File: config.mk
export PLATFORM = sky130hd
export DESIGN_NAME = ibex_rvfi_trace_fifo
export DESIGN_NICKNAME = d
export VERILOG_FILES = /design/src/rtl/ibex_pkg.sv /design/src/rtl/ibex_trace_rec_fifo.sv /design/src/rtl/ibex_rvfi_trace_fifo.sv
export SDC_FILE = /design/constraint.sdc
export NUM_CORES = 1
export LEC_CHECK = 0
export CAP_MARGIN = 20
export CORE_ASPECT_RATIO = 0.75
export CORE_MARGIN = 3
export CORE_UTILIZATION = 50
export CTS_BUF_LIST = sky130_fd_sc_hd__clkbuf_16
export CTS_CLUSTER_SIZE = 16
export DETAILED_ROUTE_END_ITERATION = 10
export GPL_ROUTABILITY_DRIVEN = 0
export PLACE_DENSITY = 0.88
export SETUP_SLACK_MARGIN = 0.15
export SLEW_MARGIN = 20
export SYNTH_ARGS = -nofsm -noshare
export SYNTH_HDL_FRONTEND = slang
export SYNTH_SLANG_ARGS = --single-unit
export TNS_END_PERCENT = 1
File: constraint.sdc
create_clock -name clk_i -period 10.47 [get_ports clk_i]
set_input_delay 2.094 -clock clk_i [delete_from_list [all_inputs] [get_ports clk_i]]
set_output_delay 2.094 -clock clk_i [all_outputs]
set_load 0.005 [all_outputs]
File: src/rtl/ibex_pkg.sv
// ibex_pkg: shared types and constants for the RVFI trace FIFO.
//   TRACE_WORDS_BASE / TRACE_WORDS_MEM : words per record without / with memory fields
//   TRACE_WORDS      : words per record in this build (IBEX_TRACE_MEM_EN selects 6)
//   trace_ser_e      : serializer states
//   trace_rec_t      : packed record held in the FIFO
//   trace_word()     : selects stream word idx of a stored record
// Optional feature macro: IBEX_TRACE_MEM_EN (adds mem_addr and mem data words).
package ibex_pkg;

    localparam int TRACE_WORDS_BASE = 4;
    localparam int TRACE_WORDS_MEM  = 6;

`ifdef IBEX_TRACE_MEM_EN
    localparam int TRACE_WORDS = TRACE_WORDS_MEM;
`else
    localparam int TRACE_WORDS = TRACE_WORDS_BASE;
`endif

    typedef enum logic {
        TRACE_IDLE = 1'b0,
        TRACE_SEND = 1'b1
    } trace_ser_e;

    typedef struct packed {
        logic [7:0]  order;
`ifdef IBEX_TRACE_MEM_EN
        logic [3:0]  rmask;
        logic [3:0]  wmask;
`endif
        logic [4:0]  rd_addr;
        logic        trap;
        logic        intr;
        logic        halt;
        logic [1:0]  mode;
        logic        ovf;
        logic [31:0] pc;
        logic [31:0] insn;
        logic [31:0] rd_wdata;
`ifdef IBEX_TRACE_MEM_EN
        logic [31:0] mem_addr;
        logic [31:0] mem_data;  // wdata for stores, rdata otherwise
`endif
    } trace_rec_t;

    function automatic logic [31:0] trace_word(trace_rec_t rec, logic [2:0] idx);
        logic [31:0] word;
        word = '0;
        case (idx)
`ifdef IBEX_TRACE_MEM_EN
            3'd0: word = {rec.order, rec.rmask, rec.wmask, rec.rd_addr, rec.trap,
                          rec.intr, rec.halt, rec.mode, rec.ovf, 5'(TRACE_WORDS)};
            3'd4: word = rec.mem_addr;
            3'd5: word = rec.mem_data;
`else
            3'd0: word = {rec.order, 8'h00, rec.rd_addr, rec.trap,
                          rec.intr, rec.halt, rec.mode, rec.ovf, 5'(TRACE_WORDS)};
`endif
            3'd1: word = rec.pc;
            3'd2: word = rec.insn;
            3'd3: word = rec.rd_wdata;
            default: word = '0;
        endcase
        return word;
    endfunction

endpackage

File: src/rtl/ibex_trace_rec_fifo.sv
// ibex_trace_rec_fifo: generic single-clock FIFO.
//   clk, rst      : clock, asynchronous active-high reset
//   push, wdata   : write request and data (accepted when not full, or when popping)
//   pop           : remove head entry (ignored when empty)
//   rdata         : head entry, combinational from storage
//   full, empty, count : occupancy status
module ibex_trace_rec_fifo #(
    parameter int Depth = 4,
    parameter int Width = 32
) (
    input  logic                     clk,
    input  logic                     rst,
    input  logic                     push,
    input  logic [Width-1:0]         wdata,
    input  logic                     pop,
    output logic [Width-1:0]         rdata,
    output logic                     full,
    output logic                     empty,
    output logic [$clog2(Depth):0]   count
);

    localparam int AW = $clog2(Depth);

    // Extra MSB on each pointer distinguishes full from empty.
    logic [AW:0]      wr_ptr;
    logic [AW:0]      rd_ptr;
    logic [Width-1:0] mem [Depth];
    logic             do_push;
    logic             do_pop;

    assign do_pop  = pop & ~empty;
    // A pop in the same cycle frees the head slot, so a full FIFO can still take the write.
    assign do_push = push & (~full | do_pop);

    always_ff @(posedge clk or posedge rst) begin
        if (rst) begin
            wr_ptr <= '0;
            rd_ptr <= '0;
        end else begin
            if (do_push) wr_ptr <= wr_ptr + 1'b1;
            if (do_pop)  rd_ptr <= rd_ptr + 1'b1;
        end
    end

    always_ff @(posedge clk) begin
        if (do_push) mem[wr_ptr[AW-1:0]] <= wdata;
    end

    assign rdata = mem[rd_ptr[AW-1:0]];
    assign count = wr_ptr - rd_ptr;
    assign empty = (wr_ptr == rd_ptr);
    assign full  = (wr_ptr[AW] != rd_ptr[AW]) && (wr_ptr[AW-1:0] == rd_ptr[AW-1:0]);

endmodule

File: src/rtl/ibex_rvfi_trace_fifo.sv
// ibex_rvfi_trace_fifo: captures RVFI retirement records into a FIFO and
// serialises them as 32-bit words on a valid/ready stream. Never stalls the core:
// records arriving at a full FIFO are dropped, counted, and flagged (ovf) in the
// header of the next accepted record.
//   clk_i, rst_i        : clock, asynchronous active-high reset
//   trace_en_i          : capture enable
//   rvfi_*              : retirement port inputs
//   trace_valid_o/ready_i/data_o/last_o : output word stream
//   drop_cnt_o          : saturating dropped-record count
//   fifo_empty_o        : no stored records and serializer idle
// Optional feature macro: IBEX_TRACE_MEM_EN (6-word records with memory fields).
//
// Serializer states:
//   state      | meaning
//   TRACE_IDLE | nothing to send
//   TRACE_SEND | presenting word idx of the head record
module ibex_rvfi_trace_fifo #(
    parameter int FifoDepth    = 4,
    parameter int DropCntWidth = 16
) (
    input  logic                    clk_i,
    input  logic                    rst_i,
    input  logic                    trace_en_i,
    input  logic                    rvfi_valid,
    input  logic [63:0]             rvfi_order,
    input  logic [31:0]             rvfi_insn,
    input  logic                    rvfi_trap,
    input  logic                    rvfi_halt,
    input  logic                    rvfi_intr,
    input  logic [1:0]              rvfi_mode,
    input  logic [4:0]              rvfi_rd_addr,
    input  logic [31:0]             rvfi_rd_wdata,
    input  logic [31:0]             rvfi_pc_rdata,
    input  logic [31:0]             rvfi_mem_addr,
    input  logic [3:0]              rvfi_mem_rmask,
    input  logic [3:0]              rvfi_mem_wmask,
    input  logic [31:0]             rvfi_mem_rdata,
    input  logic [31:0]             rvfi_mem_wdata,
    output logic                    trace_valid_o,
    input  logic                    trace_ready_i,
    output logic [31:0]             trace_data_o,
    output logic                    trace_last_o,
    output logic [DropCntWidth-1:0] drop_cnt_o,
    output logic                    fifo_empty_o
);

    import ibex_pkg::*;

    localparam int CW = $clog2(FifoDepth) + 1;
    localparam logic [2:0] LAST_IDX = 3'(TRACE_WORDS - 1);

    trace_ser_e              state_q, state_d;
    logic [2:0]              idx_q, idx_d;
    trace_rec_t              rec_in;
    trace_rec_t              rec_head;
    logic                    fifo_full;
    logic                    fifo_empty;
    logic [CW-1:0]           fifo_count;
    logic                    push_req;
    logic                    push_ok;
    logic                    drop;
    logic                    handshake;
    logic                    pop;
    logic                    have_next;
    logic                    ovf_q;
    logic [DropCntWidth-1:0] drop_cnt_q;

    logic unused_order;
    assign unused_order = ^rvfi_order[63:8];
`ifndef IBEX_TRACE_MEM_EN
    logic unused_mem;
    assign unused_mem = ^{rvfi_mem_addr, rvfi_mem_rmask, rvfi_mem_wmask,
                          rvfi_mem_rdata, rvfi_mem_wdata};
`endif

    always_comb begin
        rec_in          = '0;
        rec_in.order    = rvfi_order[7:0];
        rec_in.rd_addr  = rvfi_rd_addr;
        rec_in.trap     = rvfi_trap;
        rec_in.intr     = rvfi_intr;
        rec_in.halt     = rvfi_halt;
        rec_in.mode     = rvfi_mode;
        rec_in.ovf      = ovf_q;
        rec_in.pc       = rvfi_pc_rdata;
        rec_in.insn     = rvfi_insn;
        rec_in.rd_wdata = rvfi_rd_wdata;
`ifdef IBEX_TRACE_MEM_EN
        rec_in.rmask    = rvfi_mem_rmask;
        rec_in.wmask    = rvfi_mem_wmask;
        rec_in.mem_addr = rvfi_mem_addr;
        rec_in.mem_data = (rvfi_mem_wmask != 4'h0) ? rvfi_mem_wdata : rvfi_mem_rdata;
`endif
    end

    assign push_req  = rvfi_valid & trace_en_i;
    assign handshake = (state_q == TRACE_SEND) & trace_ready_i;
    assign pop       = handshake & (idx_q == LAST_IDX);
    assign push_ok   = push_req & (~fifo_full | pop);
    assign drop      = push_req & ~push_ok;
    // Records remaining after this edge; a same-edge push lets the serializer
    // move straight into the new record with no idle cycle.
    assign have_next = push_ok | (fifo_count != CW'(pop));

    ibex_trace_rec_fifo #(
        .Depth (FifoDepth),
        .Width ($bits(trace_rec_t))
    ) u_rec_fifo (
        .clk   (clk_i),
        .rst   (rst_i),
        .push  (push_req),
        .wdata (rec_in),
        .pop   (pop),
        .rdata (rec_head),
        .full  (fifo_full),
        .empty (fifo_empty),
        .count (fifo_count)
    );

    always_ff @(posedge clk_i or posedge rst_i) begin
        if (rst_i) begin
            state_q <= TRACE_IDLE;
            idx_q   <= '0;
        end else begin
            state_q <= state_d;
            idx_q   <= idx_d;
        end
    end

    always_comb begin
        state_d = state_q;
        idx_d   = idx_q;
        unique case (state_q)
            TRACE_IDLE: begin
                idx_d = '0;
                if (have_next) state_d = TRACE_SEND;
            end
            TRACE_SEND: begin
                if (handshake) begin
                    if (pop) begin
                        idx_d = '0;
                        if (!have_next) state_d = TRACE_IDLE;
                    end else begin
                        idx_d = idx_q + 3'd1;
                    end
                end
            end
            default: begin
                state_d = TRACE_IDLE;
                idx_d   = '0;
            end
        endcase
    end

    always_comb begin
        trace_valid_o = 1'b0;
        trace_data_o  = '0;
        trace_last_o  = 1'b0;
        fifo_empty_o  = fifo_empty;
        if (state_q == TRACE_SEND) begin
            trace_valid_o = 1'b1;
            trace_data_o  = trace_word(rec_head, idx_q);
            trace_last_o  = (idx_q == LAST_IDX);
            fifo_empty_o  = 1'b0;
        end
    end

    always_ff @(posedge clk_i or posedge rst_i) begin
        if (rst_i) begin
            ovf_q      <= 1'b0;
            drop_cnt_q <= '0;
        end else begin
            if (drop) begin
                ovf_q <= 1'b1;
                if (!(&drop_cnt_q)) drop_cnt_q <= drop_cnt_q + 1'b1;
            end else if (push_ok) begin
                ovf_q <= 1'b0;
            end
        end
    end

    assign drop_cnt_o = drop_cnt_q;

endmodule

# --- Word-level counts from Yosys, hierarchy flattened ---
# Memory sizes are Yosys's and may differ from the RTL's.
# Cells that the tools add are included.
classes:
  reduce_logical: 5
  bitwise_logic: 15
  n_addsub: 5
  eq_ne: 8
  n_mux: 16
ops:
  columns: ["operator", "count"]
  rows:
  - ["32-bit one-hot mux with 4 select lines", 1]
  - ["32-bit 2-to-1 mux", 1]
  - ["16-bit by 1-bit adder with 16-bit output (second input constant)", 1]
  - ["16-bit AND reduction", 1]
  - ["1-bit 2-to-1 mux", 10]
  - ["3-bit by 1-bit adder with 3-bit output (second input constant)", 3]
  - ["1-bit bitwise AND", 7]
  - ["3-bit by 2-bit equality test with 1-bit output (second input constant)", 2]
  - ["3-bit 2-to-1 mux", 2]
  - ["3-bit one-hot mux with 2 select lines", 1]
  - ["1-bit inverter", 5]
  - ["3-bit by 1-bit equality test with 1-bit output (second input constant)", 1]
  - ["3-bit equality test", 1]
  - ["3-bit zero test", 1]
  - ["3-bit by 1-bit inequality test with 1-bit output", 1]
  - ["1-bit bitwise OR", 3]
  - ["3-bit subtractor", 1]
  - ["2-bit equality test", 1]
  - ["2-bit by 1-bit inequality test with 1-bit output (second input constant)", 1]
  - ["1-bit one-hot mux with 2 select lines", 1]
  - ["2-bit AND reduction", 1]
  - ["2-bit nonzero test", 1]
  - ["1-bit logical AND", 1]
  - ["1-bit inequality test", 1]
totals:
  ram_bits: 460
  input_bits: 279
  mem_count: 1
  register_bits: 27
memory_table:
  columns: ["memory", "words", "word_bits", "read_ports", "rd_ports_with_merged_regs", "wr", "line_no", "text"]
  rows:
  - ["u_rec_fifo.mem", 4, 115, 1, 0, 1, "ibex_trace_rec_fifo.sv:27", "logic [Width-1:0] mem [Depth];"]

# --- Logic depth before layout (Yosys ltp) ---
# Gate-level depths: netlist (run 1).
logic_depth:
  word_depth: 10
  ltp_mapped: 9

# --- By module ---
# From an unflattened synthesis (run 1), not the netlist that was laid out.
hier_totals:
  hier_cells: 874
  area_unflattened_um2: 18889.4
by_module_without_submodules:
  columns: ["mod", "area_per_inst_um2", "cells_each", "instances"]
  rows:
  - ["ibex_trace_rec_fifo", 17013.8, 647, 1]
  - ["ibex_rvfi_trace_fifo", 1875.5, 227, 1]

# --- Least setup slack after synthesis (run 1) ---
# No wires, ideal clock.
synth_timing:
  path_type: "input to register"
  from: "input trace_ready_i"
  to: "memory u_rec_fifo.mem[3][0] (netlist bit) (enable)"
  required_ns: 9.981
  arrival_time_ns: 5.604
  path_stages: 4
  n_path_buf: 1
  path_slack_ns: 4.377
  cell_sequence: "buf_4 > nand4b_1 > a41oi_1 > and2_1"
synth_between:
  elab_chain_cells: 7
synth_rtl:
  columns: ["item", "line_no", "text"]
  rows:
  - ["from (decl)", "ibex_rvfi_trace_fifo.sv:40", "input logic trace_ready_i,"]
  - ["1-bit bitwise AND", "ibex_rvfi_trace_fifo.sv:97", "assign handshake = (state_q == TRACE_SEND) & trace_ready_i;"]
  - ["1-bit bitwise AND", "ibex_rvfi_trace_fifo.sv:98", "assign pop = handshake & (idx_q == LAST_IDX);"]
  - ["1-bit bitwise AND", "ibex_trace_rec_fifo.sv:31", "assign do_pop = pop & ~empty;"]
  - ["1-bit bitwise OR", "ibex_trace_rec_fifo.sv:33", "assign do_push = push & (~full | do_pop);"]
  - ["1-bit bitwise AND", "ibex_trace_rec_fifo.sv:33", null]
  - ["1-bit 2-to-1 mux", "ibex_trace_rec_fifo.sv:46", "if (do_push) mem[wr_ptr[AW-1:0]] <= wdata;"]
  - ["1-bit 2-to-1 mux (implied by the code)", "ibex_trace_rec_fifo.sv:46", null]
  - ["to (decl)", "ibex_trace_rec_fifo.sv:27", null]
# Every way passes these cells.

# --- Worst setup path in the final report (run 1) ---
layout_timing:
  from: "register u_rec_fifo.rd_ptr[1]"
  to: "output trace_data_o[3]"
layout_between:
  elab_chain_cells: 3
layout_rtl:
  columns: ["item", "line_no", "text"]
  rows:
  - ["from (decl)", "ibex_trace_rec_fifo.sv:26", "logic [AW:0] rd_ptr;"]
  - ["from (signal assigned)", "ibex_trace_rec_fifo.sv:41", "if (do_pop) rd_ptr <= rd_ptr + 1'b1;"]
  - ["memory 4 x 115 bit", null, null]
  - ["32-bit one-hot mux with 4 select lines", "ibex_pkg.sv:48", "case (idx)"]
  - ["32-bit 2-to-1 mux", "ibex_rvfi_trace_fifo.sv:160", "if (state_q == TRACE_SEND) begin"]
  - ["to (decl)", "ibex_rvfi_trace_fifo.sv:41", "output logic [31:0] trace_data_o,"]
# Every way passes these cells.

==> key figures, run 1 <==
Clocking
  – # Post-CTS Setup Buffers: 0
  – Clock latency at the later pin of the worst-skew pair: 550 ps
  – TritonCTS Buffers: 45
  – Root buffer cell: clkbuf_16
  – PostCTS Resize Cnt: 0
  – H-tree Lvls: 2
  – Clk slew on worst S/H paths: 60 ps
  – Post-CTS Hold Buffers: 0
  – CTS tree: built
  – Max clock buf depth: 3
  – TritonCTS Sinks: 487

Pwr
  – Worst vdd ir: 202.8 uV
  – Power per cell area: 259.0 nW/um2
  – Leak Pwr: 7.285 nW

Timing
  – Worst slew pin tran: 1067 ps
  – Final worst-path setup slack: 4553 ps
  – Final setup violation count: 0
  – Fmax: 169.0 MHz
  – Rel. slew slack: 28.83%
  – Max-slew violations: 0
  – Unrepaired setup endpoints after global routing: false
  – Setup total negative slack: 0 ps
  – Hold Worst Slack: 514.5 ps
  – Worst Clk Skew: 19.98 ps
  – Period utilization: 56.51%
  – Final worst path period need: 5917 ps
  – Final Hold Vio Count: 0

Floorplan
  – Starting density of the core: 51.68%
  – Row count: 60
  – Core Region: 36,490 um2
  – Die X: 230.2 um
  – Io pins: 330
  – DIE AREA: 40,100 um2
  – Die H: 174.2 um

Drt
  – Detailed Route Iter0 Violations: 811
  – DRC: 0
  – WL/cell: 24.71 um
  – Via count: 9,243
  – DR pass1 iterations: 5
  – ANT nets after route: 0
  – Vias per cell: 5.876
  – Routed wire length: 38,870 um

Yosys
  – Cell count after synthesis: 857
  – Synth top area share: 73.26%
  – FF+latch count, synth: 487
  – Syn nets: 1,149
  – Mapped Area: 18,860 um2
  – Synth warn: 0
  – Synth area leaders: edfxtp_1 73%, mux4_2 14%, dfrtp_1 3.6%
  – Cell taking the most area after synthesis: edfxtp_1
  – Avg Cell Area, Syn: 22.00 um2
  – Synth cell types: 42
  – Register area share after synthesis: 76.84%

Global routing
  – Vias in the first global route: 9,963
  – Tot GR Track Use: 19.70%
  – Initial antenna violation count: 12
  – Global-route wire length before repair: 60,070 um
  – Largest net degree at the start of global routing: 71
  – Grt ovf: 0

Critical path
  – Crit-path max FO: 69
  – Arr. time, crit path: 3820 ps
  – CP required: 8380 ps
  – CP Launch Type: flop
  – Critical path class: reg2out
  – CP Capture Type: output port

Final layout
  – Area added between synthesis and finish: 19.07%
  – Nets@finish: 1,330
  – Fin util: 61.54%
  – Most frequent cells in the layout: 460 x edfxtp_1, 169 x clkdlybuf4s50_1, 115 x mux4_2
  – Commonest non-fill, non-tap cell in the layout: edfxtp_1
  – Share of layout cells above drive strength 1: 19.66%

Placed design
  – Dpl ws: 4589 ps
  – # port buffers: 169
  – Detailed Place HPWL: 22,370 um

Worst hold path
  – Worst hold-check path type: reg2reg

Run
  – Max Cap Viol: 0

Run status
  – Status: complete, no violations
worst max-delay path: stages, from the launching register on:
cell and delay, ps:
dfrtp_4 900, buf_4 870, mux4_2 390, a22oi_1 80
a21boi_0 370, clkdlybuf4s50_1 590
flip-flops by register name (all words and copies together) (netlist names):
signal / flops
drop_cnt_o: 16
idx_q: 3
ovf_q: 1
state_q: 1
u_rec_fifo.mem: 460
u_rec_fifo.rd_ptr: 3
u_rec_fifo.wr_ptr: 3
cells in the mapped netlist (all sizes together):
cell    instances
o21ai           1
ha             12
nand2b          1
nand4           8
or2             1
and3            1
and4            3
mux2i           2
fa              1
mux2            2
nor3b           1
a22oi          51
edfxtp        460
o41ai           1
nand3           6
nand2          21
dfrtp          27
a21oi          21
and2            6
nor2b           5
nor4b           1
nor4           11
mux4          115
nor3            4
xor2           17
nor2            4
a21boi         13
nand4b          2
xnor2           4
clkbuf         22
a41oi           1
buf            25
inv             6
o21a            1
cell type report:
class | instances | area (um2)
timing repair buffer | 181 | 1782
tap | 496 | 620.6
sequential | 487 | 14500
clock buffer | 47 | 1176
inverter | 6 | 22.52
fill | 2523 | 14030
antenna | 4 | 10.01
multi-input combinational | 317 | 4138
clock inverter | 35 | 206.4
power by group:
part / switching, mW / internal [mW] / total, mW
logic: 0.883 / 0.893 / 1.78
registers: 0.130 / 2.39 / 2.52
clock network: 0.665 / 0.859 / 1.52
total: 1.68 / 4.14 / 5.82
path summary, 6_finish.rpt:
path                                                          to                              from  cells after the start  slack (ps)
worst max-delay path                             trace_data_o[3]  u_rec_fifo.rd_ptr[1]$_DFFE_PP0P_                      5        4550
worst min-delay path                  drop_cnt_o[15]$_DFFE_PP0P_        drop_cnt_o[15]$_DFFE_PP0P_                      1         510
worst max register to register   u_rec_fifo.mem[3][12]$_DFFE_PP_  u_rec_fifo.rd_ptr[0]$_DFFE_PP0P_                      5        5660
worst min register to register        drop_cnt_o[15]$_DFFE_PP0P_        drop_cnt_o[15]$_DFFE_PP0P_                      1         510
max in group asynchronous       u_rec_fifo.rd_ptr[1]$_DFFE_PP0P_                             rst_i                      2        8100
min in group asynchronous              drop_cnt_o[6]$_DFFE_PP0P_                             rst_i                      2        1930
kinds of logic (layout without fill, tap and decap cells):
kind of cell             count (synthesis)  after routing  share of synthesized area (%)
other                                    0              4                              0
AND/OR/NAND/NOR                         75             75                          2.488
XOR/XNOR                                21             21                          1.015
buffers and inverters                   53            269                          1.427
multiplexers                           119            119                          13.96
flip-flops                             487            487                          76.84
adder cells (fa/ha/maj)                 13             13                         0.9024
AO/OA/AOI/OAI                           89             89                          3.364
layer usage:
layer	track usage [%]	vias up	share of wire [%]
li1	-	3973	-
met1	26.50	4840	40
met2	31.93	350	50
met3	5.554	64	7.7
met4	5.633	16	2.1
met5	0	-	0.31
per-stage QoR:
stage	area, um2	total power, mW	cells
detailed placement	21060	4.359	1487
CTS	22440	5.892	1569
global route	22450	6.095	1571
global placement	21060	4.305	1487
floorplan	18860	3.647	857
finish	22450	5.816	1573
(Power assumes the default switching activity.)
==> run 2: changes to the inputs <==
- clock period: 10.47 -> 5.6 ns (I/O delays scaled with it)
==> run 2 against run 1 <==
  * Combinational power rose by 89%
  * Sequential share of layout area decreased by 0.48 points
  * Worst setup slack lost 3400 ps
  * Flip-flop and latch count stayed put
  * Count of clock-buffer cells in the layout unchanged
  * Design area up 0.74%
  * Critical path depth stayed put
  * Power up 88%
  * Utilization up 0.46 points
  * Die area did not move
  * Critical endpoint is now trace_data_o[2]
==> key figures, run 2 (synthesis results as in run 1) <==
Clocking
  – Root buffer cell: clkbuf_16 (unchanged)
  – Clk slew on worst S/H paths: 60 ps (about the same)
  – CTS tree: built (unchanged)
  – PostCTS Resize Cnt: 0 (unchanged)
  – Clock latency at the later pin of the worst-skew pair: 550 ps (about the same)
  – TritonCTS Sinks: 487 (unchanged)
  – # Post-CTS Setup Buffers: 0 (unchanged)
  – Post-CTS Hold Buffers: 0 (unchanged)
  – TritonCTS Buffers: 46 (was 45)
  – Max clock buf depth: 3 (unchanged)
  – H-tree Lvls: 2 (unchanged)

Final layout
  – Largest register FFs: 460 (unchanged)
  – Nets@finish: 1,341 (was 1,330)
  – Commonest non-fill, non-tap cell in the layout: edfxtp_1 (unchanged)
  – Final Cell Area: 22,620 um2 (was 22,450 um2)
  – Area added between synthesis and finish: 19.95% (was 19.07%)
  – Fillers: 2,455 (was 2,523)
  – Share of layout cells above drive strength 1: 20.52% (was 19.66%)
  – Most frequent cells in the layout: 460 x edfxtp_1, 169 x clkdlybuf4s50_1, 115 x mux4_2 (unchanged)

Global routing
  – Vias in the first global route: 9,598 (was 9,963)
  – Tot GR Track Use: 19.47% (was 19.70%)
  – Initial antenna violation count: 8 (was 12)
  – Global-route wire length before repair: 59,150 um (was 60,070 um)
  – Grt ovf: 0 (unchanged)
  – Largest net degree at the start of global routing: 70 (was 71)

Pwr
  – Clock Power Share: 26.0% (was 26.2%)
  – P_int: 7.745 mW (was 4.138 mW)
  – Leak Pwr: 7.351 nW (was 7.285 nW)
  – Sequential power share: 43.3% (was 43.2%)
  – Switching power: 3.188 mW (was 1.677 mW)
  – Sw frac: 29.16% (was 28.84%)
  – Power per cell area: 483.4 nW/um2 (was 259.0 nW/um2)
  – Worst vdd ir: 331.9 uV (was 202.8 uV)
  – Combinational share of power: 30.7% (was 30.5%)

Worst hold path
  – Hold depth: 1 (unchanged)
  – Hold EP: drop_cnt_o[7]$_DFFE_PP0P_ (was drop_cnt_o[15]$_DFFE_PP0P_)
  – Worst hold-check path type: reg2reg (unchanged)
  – Hold path start: drop_cnt_o[7]$_DFFE_PP0P_ (was drop_cnt_o[15]$_DFFE_PP0P_)

Timing
  – Setup total negative slack: 0 ps (unchanged)
  – Final worst-path setup slack: 1104 ps (was 4553 ps)
  – Fmax: 222.4 MHz
  – Final setup violation count: 0 (unchanged)
  – Unrepaired setup endpoints after global routing: false (unchanged)
  – Max-slew violations: 0 (unchanged)
  – Final Hold Vio Count: 0 (unchanged)
  – Worst Clk Skew: 19.93 ps (was 19.98 ps)
  – Worst slew pin tran: 1012 ps (was 1067 ps)
  – Hold Worst Slack: 512.4 ps (was 514.5 ps)
  – Final worst path period need: 4496 ps
  – Period utilization: 80.29%
  – Rel. slew slack: 32.04% (was 28.83%)

Critical path
  – Crit Reg-Reg Startpoint: u_rec_fifo.rd_ptr[0]$_DFFE_PP0P_ (unchanged)
  – Crit-path max FO: 52 (was 69)
  – Crit-path slowest cell: dfrtp_4 (unchanged)
  – Internal reg-to-reg setup slack: 1780 ps (was 5660 ps)
  – Cell Chain, Critical Path: buf_4, mux4_2, a22oi_1, a21boi_0, clkdlybuf4s50_1 (unchanged)
  – CP Launch Type: flop (unchanged)
  – Critical path class: reg2out (unchanged)
  – Worst reg2reg endpoint: u_rec_fifo.mem[2][37]$_DFFE_PP_ (was u_rec_fifo.mem[3][12]$_DFFE_PP_)
  – CP required: 4480 ps (was 8380 ps)
  – Arr. time, crit path: 3380 ps (was 3820 ps)
  – CP Capture Type: output port (unchanged)
  – Worst Reg2Reg Path Length in Cells: 5 (unchanged)
  – Critical Path Max Stage Delay: 920 ps (was 900 ps)

Drt
  – Routed wire length: 39,330 um (was 38,870 um)
  – Via count: 9,319 (was 9,243)
  – Vias per cell: 5.894 (was 5.876)
  – WL/cell: 24.88 um (was 24.71 um)
  – Detailed Route Iter0 Violations: 718 (was 811)
  – DRC: 0 (unchanged)
  – DR pass1 iterations: 5 (unchanged)
  – ANT nets after route: 0 (unchanged)

Placed design
  – # port buffers: 169 (unchanged)
  – Placed cell area: 21,210 um2 (was 21,060 um2)
  – Detailed Place HPWL: 23,590 um (was 22,370 um)
  – Dpl ws: 1298 ps (was 4589 ps)

Floorplan
  – DIE AREA: 40,100 um2 (unchanged)
  – Die X: 230.2 um (unchanged)
  – Row count: 60 (unchanged)
  – Starting density of the core: 51.68% (unchanged)
  – Core Region: 36,490 um2 (unchanged)
  – Die H: 174.2 um (unchanged)
  – Io pins: 330 (unchanged)

Run
  – Max Cap Viol: 0 (unchanged)

Run status
  – Status: complete, no violations (unchanged)
[run 2: changes by cell type in the layout (fill, tap and decap cells not counted), sizes merged]
| cell | previous run | this run |
|---|---|---|
| diode | 4 | 3 |
| buf | 12 | 22 |
| inv | 19 | 17 |
| bufinv | 2 | 1 |
| clkinv | 19 | 20 |
| clkinvlp | 1 | 2 |
[run 2: how the worst max path moves through the flow]
stage	from	endpoint
5_1_grt	u_rec_fifo.rd_ptr[0]$_DFFE_PP0P_	trace_data_o[14]
3_3_place_gp	trace_ready_i	u_rec_fifo.mem[2][96]$_DFFE_PP_
4_1_cts	u_rec_fifo.rd_ptr[0]$_DFFE_PP0P_	trace_data_o[27]
3_5_place_dp	trace_ready_i	u_rec_fifo.mem[2][96]$_DFFE_PP_
6_report	u_rec_fifo.rd_ptr[1]$_DFFE_PP0P_	trace_data_o[2]
2_1_floorplan	trace_ready_i	u_rec_fifo.mem[3][0]$_DFFE_PP_
[run 2: through the flow]
stage | power, mW | cells | utilization, %
finish | 10.93 | 1581 | 61.99
global route | 11.43 | 1579 | 61.98
CTS | 11.06 | 1577 | 61.90
detailed placement | 8.211 | 1496 | 58.14
global placement | 8.096 | 1496 | 58.14
floorplan | 6.818 | 857 | -
[run 2: metal layers]
layer	up-vias	track usage (%)	part of all wire (%)
met4	12	5.218	2.1
met5	-	0	0.20
met3	72	5.374	8.6
met2	372	31.24	49
met1	4868	26.72	40
li1	3995	-	-
[run 2: critical path, delay by kind of cell, from the launching register on]
family | cells | cell delay (ps)
buffers and inverters | 2 | 1110
DFF | 1 | 920
muxes | 1 | 280
AOI/OAI and AO/OA | 2 | 500
[run 2: power groups by stage]
stage | logic, mW | registers, mW | clock network, mW
3_3_place_gp | 3.32 | 4.78 | 0
5_1_grt | 3.61 | 4.78 | 3.04
2_1_floorplan | 2.16 | 4.66 | 0
6_report | 3.36 | 4.73 | 2.84
4_1_cts | 3.42 | 4.74 | 2.90
3_5_place_dp | 3.39 | 4.82 | 0
[run 2: area by class of cell]
cell class / count / area [um2] / area share (%)
Sequential cell: 487 / 14500 / 64.09
Antenna cell: 3 / 7.507 / 0.03319
Inverter: 6 / 22.52 / 0.09957
Tap cell: 496 / 620.6 / 2.744
Clock inverter: 34 / 192.7 / 0.8519
Multi-Input combinational cell: 317 / 4138 / 18.29
Clock buffer: 47 / 1176 / 5.200
Timing Repair Buffer: 191 / 1964 / 8.685
==> run 3: changes to the inputs <==
- clock period: 5.6 -> 4.48 ns (I/O delays scaled with it)
==> run 3 against run 2 <==
  * Combinational power grew 31%
  * Worst hold slack lost 15 ps
  * Via count is essentially flat
  * Non-clock buffer count grew 6
  * Power grew 28%
  * Critical path depth is the same
  * Flip-flop and latch count is the same
  * Clock skew is essentially flat
  * Global-route usage grew 0.84 points
  * Cell count grew 0.32%
  * Critical endpoint is now trace_data_o[9]
==> key figures, run 3 (synthesis results as in run 1) <==
Critical path
  – Crit-path max FO: 37 (was 52)
  – Arr. time, crit path: 3160 ps (was 3380 ps)
  – CP Capture Type: output port (unchanged)
  – Critical path class: reg2out (unchanged)
  – Internal reg-to-reg setup slack: 1630 ps (was 1780 ps)
  – CP required: 3580 ps (was 4480 ps)
  – CP Launch Type: flop (unchanged)

Final layout
  – Share of layout cells above drive strength 1: 21.07% (was 20.52%)
  – Nets@finish: 1,346 (was 1,341)
  – Most frequent cells in the layout: 460 x edfxtp_1, 169 x clkdlybuf4s50_1, 115 x mux4_2 (unchanged)
  – Fillers: 2,492 (was 2,455)
  – Largest register FFs: 460 (unchanged)
  – Area added between synthesis and finish: 20.95% (was 19.95%)
  – Fin util: 62.51% (was 61.99%)
  – Commonest non-fill, non-tap cell in the layout: edfxtp_1 (unchanged)

Pwr
  – Leak Pwr: 7.420 nW (was 7.351 nW)
  – Power per cell area: 613.6 nW/um2 (was 483.4 nW/um2)
  – Worst vdd ir: 420.5 uV (was 331.9 uV)
  – Final total power: 13.99 mW (was 10.93 mW)

Clocking
  – CTS tree: built (unchanged)
  – PostCTS Resize Cnt: 0 (unchanged)
  – Root buffer cell: clkbuf_16 (unchanged)
  – H-tree Lvls: 2 (unchanged)
  – Post-CTS Hold Buffers: 0 (unchanged)
  – # Post-CTS Setup Buffers: 0 (unchanged)
  – Max clock buf depth: 3 (unchanged)
  – TritonCTS Buffers: 45 (was 46)
  – TritonCTS Sinks: 487 (unchanged)
  – Clock latency at the later pin of the worst-skew pair: 560 ps (was 550 ps)
  – Clk slew on worst S/H paths: 60 ps (about the same)

Drt
  – DRC: 0 (unchanged)
  – WL/cell: 25.29 um (was 24.88 um)
  – Via count: 9,323 (was 9,319)
  – DR pass1 iterations: 5 (unchanged)
  – Vias per cell: 5.878 (was 5.894)
  – Routed wire length: 40,100 um (was 39,330 um)
  – ANT nets after route: 0 (unchanged)
  – Detailed Route Iter0 Violations: 843 (was 718)

Global routing
  – Grt ovf: 0 (unchanged)
  – Vias in the first global route: 9,898 (was 9,598)
  – Largest net degree at the start of global routing: 72 (was 70)
  – GR peak layer: met2 (unchanged)
  – Met2 usage: 32.74% (was 31.24%)
  – Global-route wire length before repair: 61,650 um (was 59,150 um)
  – GR Layer Usage met3: 5.161% (was 5.374%)
  – Tot GR Track Use: 20.31% (was 19.47%)
  – Global Route met1 Usage: 28.12% (was 26.72%)
  – Initial antenna violation count: 11 (was 8)

Floorplan
  – Starting density of the core: 51.68% (unchanged)
  – Io pins: 330 (unchanged)
  – DIE AREA: 40,100 um2 (unchanged)
  – Die X: 230.2 um (unchanged)
  – Row count: 60 (unchanged)
  – Core Region: 36,490 um2 (unchanged)
  – Die H: 174.2 um (unchanged)

Timing
  – Final worst-path setup slack: 428.4 ps (was 1104 ps)
  – Final worst path period need: 4052 ps
  – Period utilization: 90.44%
  – Rel. slew slack: 36.82% (was 32.04%)
  – Worst slew pin tran: 940.6 ps (was 1012 ps)
  – Final setup violation count: 0 (unchanged)
  – Fmax: 246.8 MHz
  – Setup total negative slack: 0 ps (unchanged)
  – Final Hold Vio Count: 0 (unchanged)
  – Worst Clk Skew: 20.31 ps (was 19.93 ps)
  – Unrepaired setup endpoints after global routing: false (unchanged)
  – Hold Worst Slack: 497.0 ps (was 512.4 ps)
  – Max-slew violations: 0 (unchanged)

Worst hold path
  – Worst hold-check path type: reg2reg (unchanged)

Placed design
  – # port buffers: 169 (unchanged)
  – Dpl ws: 954.8 ps (was 1298 ps)
  – Detailed Place HPWL: 24,170 um (was 23,590 um)

Run status
  – Status: complete, no violations (unchanged)

Run
  – Max Cap Viol: 0 (unchanged)
-- run 3: changes by cell type in the layout (fill, tap and decap cells not counted), sizes merged --
cell	delta
inv	-3
bufinv	+3
clkinvlp	-1
buf	+6
-- run 3: per-stage QoR --
stage                     std cells  cell area (um2)
after floorplan                 857            18860
after detailed placement       1503            21370
after global routing           1586            22810
after CTS                      1583            22800
after global placement         1503            21370
final                          1586            22810
-- run 3: critical path: stages (launching register included) --
cell	delay, ps
dfrtp_4	860
buf_4	490
mux4_2	370
a22oi_1	290
a21oi_1	120
clkdlybuf4s50_1	470
-- run 3: cell type report --
class	count	area (um2)	share of cell area (%)
clock buffers	47	1176	5.157
inverters	6	22.52	0.09875
flip-flops and latches	487	14500	63.57
diodes	3	7.507	0.03292
clock inverters	33	255.2	1.119
multi-input cells	317	4138	18.14
repair buffers	197	2090	9.162
well taps	496	620.6	2.721
-- run 3: path summary, 6_finish.rpt --
path,start,to,cells after the start
worst max-delay path,u_rec_fifo.rd_ptr[1]$_DFFE_PP0P_,trace_data_o[9],5
worst min-delay path,drop_cnt_o[15]$_DFFE_PP0P_,drop_cnt_o[15]$_DFFE_PP0P_,1
worst max register to register,u_rec_fifo.rd_ptr[1]$_DFFE_PP0P_,u_rec_fifo.mem[0][90]$_DFFE_PP_,6
worst min register to register,drop_cnt_o[15]$_DFFE_PP0P_,drop_cnt_o[15]$_DFFE_PP0P_,1
max in group asynchronous,rst_i,u_rec_fifo.rd_ptr[1]$_DFFE_PP0P_,2
min in group asynchronous,rst_i,drop_cnt_o[7]$_DFFE_PP0P_,2
-- run 3: per-layer routing --
| metal | part of all wire (%) | routed length [um] |
|---|---|---|
| met1 | 41 | 16250 |
| met2 | 49 | 19740 |
| met4 | 2.0 | 788 |
| met5 | 0.26 | 106 |
| met3 | 8.0 | 3210 |
-- run 3: power breakdown --
| group | switching, mW | internal, mW | total [mW] |
|---|---|---|---|
| Clock | 1.59 | 2.13 | 3.72 |
| Sequential | 0.294 | 5.57 | 5.86 |
| Combinational | 2.15 | 2.27 | 4.41 |
| Total | 4.04 | 9.96 | 14.0 |
